**config.mk**
```make
export PLATFORM = sky130hd
export DESIGN_NAME = subckt_gate_pipe
export DESIGN_NICKNAME = d
export VERILOG_FILES = /design/src/rtl/subckt_gate_pkg.sv /design/src/rtl/subckt_pipe_stage.sv /design/src/rtl/subckt_gate_pipe.sv
export SDC_FILE = /design/constraint.sdc
export NUM_CORES = 1
export LEC_CHECK = 0
export ABC_CLOCK_PERIOD_IN_PS = 2600
export CAP_MARGIN = 0
export CORE_ASPECT_RATIO = 0.9
export CORE_UTILIZATION = 49
export DETAILED_ROUTE_END_ITERATION = 12
export PLACE_DENSITY_LB_ADDON = 0.25
export SETUP_SLACK_MARGIN = 0.02
export SYNTH_ARGS = -nofsm -noshare
export SYNTH_HDL_FRONTEND = slang
export SYNTH_SLANG_ARGS = --single-unit
```
**constraint.sdc**
```tcl
create_clock -name clk -period 2.6 [get_ports clk]
set_input_delay 0.26 -clock clk [delete_from_list [all_inputs] [get_ports clk]]
set_output_delay 0.26 -clock clk [all_outputs]
set_load 0.02 [all_outputs]
```
**src/rtl/subckt_gate_pkg.sv**
```systemverilog
// Shared definitions for the subckt_gate_pipe slice: combine modes, the
// per-bit combine function and the minimum legal pipeline depth.
package subckt_gate_pkg;

  localparam int unsigned MIN_DEPTH = 2;

  typedef enum logic [1:0] {
    MODE_LEGACY = 2'd0,
    MODE_ANDN   = 2'd1,
    MODE_XOR    = 2'd2,
    MODE_PASS   = 2'd3
  } mode_e;

  // One channel of the combine network; the legacy mode is the original NAND/AND subcircuit.
  function automatic logic combine(input mode_e mode, input logic a, input logic n,
                                   input logic c, input logic d);
    logic q;
    case (mode)
      MODE_LEGACY: q = ~n & ~(a & ~(c & d));
      MODE_ANDN:   q = a & ~n;
      MODE_XOR:    q = a ^ n;
      default:     q = a;
    endcase
    return q;
  endfunction

endpackage

```
**src/rtl/subckt_pipe_stage.sv**
```systemverilog
// One valid/payload register slice; loads upstream whenever go is high,
// otherwise holds. Payload loads even when the incoming valid is low.
module subckt_pipe_stage #(
  parameter int unsigned W = 1
) (
  input  logic         clk,
  input  logic         rst_n,
  input  logic         go,
  input  logic         in_valid,
  input  logic [W-1:0] in_data,
  output logic         out_valid,
  output logic [W-1:0] out_data
);

  always_ff @(posedge clk or negedge rst_n) begin
    if (!rst_n) begin
      out_valid <= 1'b0;
      out_data  <= '0;
    end else if (go) begin
      out_valid <= in_valid;
      out_data  <= in_data;
    end
  end

endmodule

```
**src/rtl/subckt_gate_pipe.sv**
```systemverilog
// Bit-sliced DEPTH-stage gate pipeline with valid/ready flow control,
// per-beat combine mode and a saturating count of non-zero delivered beats.
module subckt_gate_pipe
  import subckt_gate_pkg::*;
#(
  parameter int unsigned WIDTH = 4,
  parameter int unsigned DEPTH = 2,
  parameter int unsigned CNT_W = 8
) (
  input  logic             clk,
  input  logic             rst,
  input  logic             in_valid,
  output logic             in_ready,
  input  logic [1:0]       in_mode,
  input  logic [WIDTH-1:0] in_a,
  input  logic [WIDTH-1:0] in_n,
  input  logic [WIDTH-1:0] in_c,
  input  logic [WIDTH-1:0] in_d,
  output logic             out_valid,
  input  logic             out_ready,
  output logic [WIDTH-1:0] out_q,
  input  logic             cnt_clr,
  output logic [CNT_W-1:0] hit_cnt,
  output logic             cnt_sat
);

  localparam int unsigned PW = 2 + 4 * WIDTH;

  logic [DEPTH:0]   vld;
  logic [DEPTH:1]   go;
  logic [PW-1:0]    pay [DEPTH];
  logic [1:0]       s_mode;
  logic [WIDTH-1:0] s_a, s_n, s_c, s_d;
  logic [WIDTH-1:0] res_d, res_q;
  logic [CNT_W-1:0] cnt_nxt;

  assign vld[0] = in_valid;
  assign pay[0] = {in_mode, in_a, in_n, in_c, in_d};

  // go[k] folded from the output end with a scalar accumulator so the vector never feeds itself.
  always_comb begin : advance
    logic g;
    go = '0;
    g  = !vld[DEPTH] || out_ready;
    go[DEPTH] = g;
    for (int unsigned k = DEPTH - 1; k >= 1; k--) begin
      g     = !vld[k] || g;
      go[k] = g;
    end
  end

  assign in_ready = go[1];

  for (genvar k = 1; k < DEPTH; k++) begin : g_stage
    subckt_pipe_stage #(.W(PW)) u_stage (
      .clk       (clk),
      .rst_n     (rst),
      .go        (go[k]),
      .in_valid  (vld[k-1]),
      .in_data   (pay[k-1]),
      .out_valid (vld[k]),
      .out_data  (pay[k])
    );
  end

  assign {s_mode, s_a, s_n, s_c, s_d} = pay[DEPTH-1];

  always_comb begin
    res_d = '0;
    for (int unsigned i = 0; i < WIDTH; i++)
      res_d[i] = combine(mode_e'(s_mode), s_a[i], s_n[i], s_c[i], s_d[i]);
  end

  subckt_pipe_stage #(.W(WIDTH)) u_last (
    .clk       (clk),
    .rst_n     (rst),
    .go        (go[DEPTH]),
    .in_valid  (vld[DEPTH-1]),
    .in_data   (res_d),
    .out_valid (vld[DEPTH]),
    .out_data  (res_q)
  );

  assign out_valid = vld[DEPTH];
  assign out_q     = vld[DEPTH] ? res_q : '0;

  always_comb begin
    cnt_nxt = hit_cnt;
    if (cnt_clr)
      cnt_nxt = '0;
    else if (out_valid && out_ready && (out_q != '0) && (hit_cnt != '1))
      cnt_nxt = hit_cnt + CNT_W'(1);
  end

  // cnt_sat tracks the registered count, so it is derived from the next value.
  always_ff @(posedge clk or negedge rst) begin
    if (!rst) begin
      hit_cnt <= '0;
      cnt_sat <= 1'b0;
    end else begin
      hit_cnt <= cnt_nxt;
      cnt_sat <= (cnt_nxt == '1);
    end
  end

endmodule

```
==> run summary <==
* Distinct cells, synth: 30
* slack of the worst reg-to-reg path: 360 ps
* Finished Cell Area: 0.00205 mm2
* final hold vios: 0
* static leakage: 0.000831 uW
* Placed Cells: 223
* minimum setup slack in the final design: 360 ps
* basic-gate share of the synthesized area counting and, or, nand and nor cells: 0.211
* largest family of logic cells by synthesized area: simple AND/OR/NAND/NOR gates
* class of the tightest hold or removal check: in2async
* final-layout worst hold slack: 298 ps
* synthesized-area fraction occupied by ao, oa, aoi and oai cells: 0.109
* router iterations before antenna repair: 4
* pwr dens: 539 mW/mm2
* via count normalized by instance count: 5.52
* type of element capturing the critical path: flip-flop
* DR iter-0 viols: 91
* Core Footprint: 0.00307 mm2
* clock latency of the later-clocked register in the worst-skew pair: 340 ps
* sort of element at the start of the critical path: flip-flop
* wire length of the first global-routing pass: 5.38 mm
* boundary pin count: 38
* overall die area: 0.00348 mm2
* buffer levels on the longest clock path: 2
* IO buf count: 37
* Setup Slack @ Placement: 364 ps
* cell area after technology mapping: 0.00159 mm2
* Crit Path Max Fanout: 4
* Layout Skew: 14.3 ps
* worst voltage drop across the vdd grid: 0.321 mV
* clock tree root driver cell: clkbuf_4
* global-route usage over all layers: 0.216
* final WL: 3.36 mm
* area share of xor/xnor cells in the synthesized design: 0.00551
* standard-cell rows: 19
* largest net degree at the start of global routing: 34
* mean cell area of the mapped netlist: 10.7 um2
* non-filler instance count after layout: 229
* Slew HR: 0.689
* die width: 62.1 um
* Post-Synthesis Cells: 148
* cells on worst reg2reg path: 6
* CP startpoint: hit_cnt[0]$_DFF_PN0_
* maximum operating frequency: 446 MHz
* number of clock sinks: 33
* multiplexer share of the synthesized area: 0.124
* crit path time final: 2240 ps
* number of global-route vias before repair: 1197
* register area share after synthesis: 0.519
* WP data arrival: 2500 ps
* Inserted Clock Buffers: 5
* starting density of the core: 0.519
* Slew Limit Fails: 0
* outcome: completed
* antenna violations before repair: 0
* die span in y: 56.0 um
* Congestion Overflow GR: 0
* Worst EP required: 2860 ps
* Routability Congestion: 0.947
* CTS tree: built
* number of vias in the routed layout: 1265
* maxcap violations: 0
* quantity of gates resized following cts: 0
* Net count, final: 212
* post-route clock period utilization: 0.862
* number of hold buffers added after CTS: 0
* final setup vio count: 0
* RSZ-0062 raised after global routing: false
* Post-Synthesis Net Count: 172
* H-tree lvl count: 2
* clock-pin slew of the registers on the worst-case setup and hold paths: 100 ps
* routed wirelength normalized by instance count: 14.7 um
* number of inserted filler cells in the final layout: 248
* half-perimeter wire length after placement: 2.40 mm
* arithmetic-cell share of the synthesized area counting full adders, half adders and majority gates: 0.00787
* final-layout setup total negative slack: 0 ps
* terminus of the critical flop-to-flop path: cnt_sat$_DFF_PN0_
* area after detailed placement: 0.00201 mm2
* proportion of layout cells with a drive suffix above 1: 0.139
* Remaining DRCs: 0
* Ys Warns: 0
* antenna diode instance count: 0
* slew at the pin closest to its max-slew limit: 463 ps
* Crit Reg-Reg Startpoint: hit_cnt[0]$_DFF_PN0_
* Antenna Violating Nets Remaining: 0
* number of post-CTS setup repair buffers: 0
* classification of the worst setup path: reg2reg
* synthesis-stage register bit count: 33
* area growth from synthesis to layout: 28.8%
-- where the power goes --
| group | leakage, uW | total, uW | internal [uW] | switching (uW) |
|---|---|---|---|---|
| registers | 0.000403 | 611 | 560 | 51.0 |
| clock network | 0.0000269 | 257 | 93.6 | 163 |
| logic | 0.000402 | 236 | 127 | 109 |
-- how the worst max path moves through the flow --
stage	depth (start not counted)	slack, ps	endpoint
finish	6	360	cnt_sat$_DFF_PN0_
global route	6	140	cnt_sat$_DFF_PN0_
CTS	6	370	cnt_sat$_DFF_PN0_
detailed placement	6	360	cnt_sat$_DFF_PN0_
global placement	6	450	cnt_sat$_DFF_PN0_
floorplan	6	460	cnt_sat$_DFF_PN0_
-- cell usage in the layout, fill, tap and decap left out, types with 3 or more instances in the layout --
master,Yosys,routed
clkdlybuf4s50_1,0,37
dfrtp_1,33,33
nand2_1,15,15
mux2_2,14,14
a21oi_1,13,13
nor2_1,11,11
and2_1,5,5
o21ai_0,5,5
clkbuf_4,0,5
mux2i_1,4,4
inv_1,4,4
nor2b_1,4,4
o221ai_1,4,4
or4_1,3,3
nand3_1,3,3
nor3_1,3,3
nand2b_1,3,3
-- metal layers --
| metal | vias up | track usage | wire length, um | part of all wire |
|---|---|---|---|---|
| li1 | 610 | - | - | - |
| met1 | 595 | 0.300 | 1570 | 0.47 |
| met3 | 4 | 0.0907 | 214 | 0.064 |
| met5 | - | 0 | 0 | 0 |
| met2 | 56 | 0.301 | 1530 | 0.46 |
| met4 | 0 | 0.0730 | 37 | 0.011 |
-- sequential cells by signal (all words and copies together), names as in the netlist --
signal and count:
g_stage.u_stage.out_data 18, hit_cnt 8, u_last.out_data 4, cnt_sat 1, g_stage.u_stage.out_valid 1, u_last.out_valid 1
-- synthesized netlist by cell type, drive strengths merged --
cell type / count / share of area
nand3: 3 / 0.0094
o221ai: 4 / 0.022
dfrtp: 33 / 0.52
ha: 1 / 0.0079
a211oi: 2 / 0.0094
inv: 4 / 0.0094
mux2: 14 / 0.099
nand2: 16 / 0.039
o21ai: 5 / 0.016
nand2b: 3 / 0.012
o211ai: 1 / 0.0047
and4b: 1 / 0.0063
nor4: 3 / 0.035
nor3: 3 / 0.0094
or4b: 1 / 0.0063
or4: 3 / 0.014
nand3b: 1 / 0.0047
and3: 2 / 0.0079
a41oi: 2 / 0.011
nor2b: 4 / 0.016
and2: 5 / 0.020
a21oi: 13 / 0.041
o31ai: 1 / 0.0047
clkbuf: 6 / 0.014
mux2i: 4 / 0.025
xnor2: 1 / 0.0055
and4: 1 / 0.0055
nor2: 11 / 0.026
-- cell type report --
class	count	area, um2	area share
multi-input cells	105	727	0.355
repair buffers	39	385	0.188
flip-flops and latches	33	826	0.403
well taps	42	52.6	0.0257
clock buffers	5	37.5	0.0183
clock inverters	1	5.00	0.00244
inverters	4	15.0	0.00733
-- per-stage QoR --
| step | util | power, uW |
|---|---|---|
| final | 0.668 | 1100 |
| after global routing | 0.668 | 1160 |
| after CTS | 0.668 | 1110 |
| after detailed placement | 0.654 | 859 |
| after global placement | 0.654 | 847 |
| after floorplan | - | 747 |
-- critical path, cell delays in order (launching register included) --
cell	delay [ps]
dfrtp_1	430
ha_1	250
and4_1	240
a211oi_1	420
xnor2_1	150
or4b_1	540
nor4_2	140
-- kinds of logic (layout without fill, tap and decap cells) --
logic type / after synthesis / in the layout
AO/OA/AOI/OAI: 28 / 28
XOR/XNOR: 1 / 1
adder cells (fa/ha/maj): 1 / 1
buffers and inverters: 10 / 49
flip-flops: 33 / 33
multiplexers: 18 / 18
AND/OR/NAND/NOR: 57 / 57
Note: power is estimated with default switching activity, not from simulation.
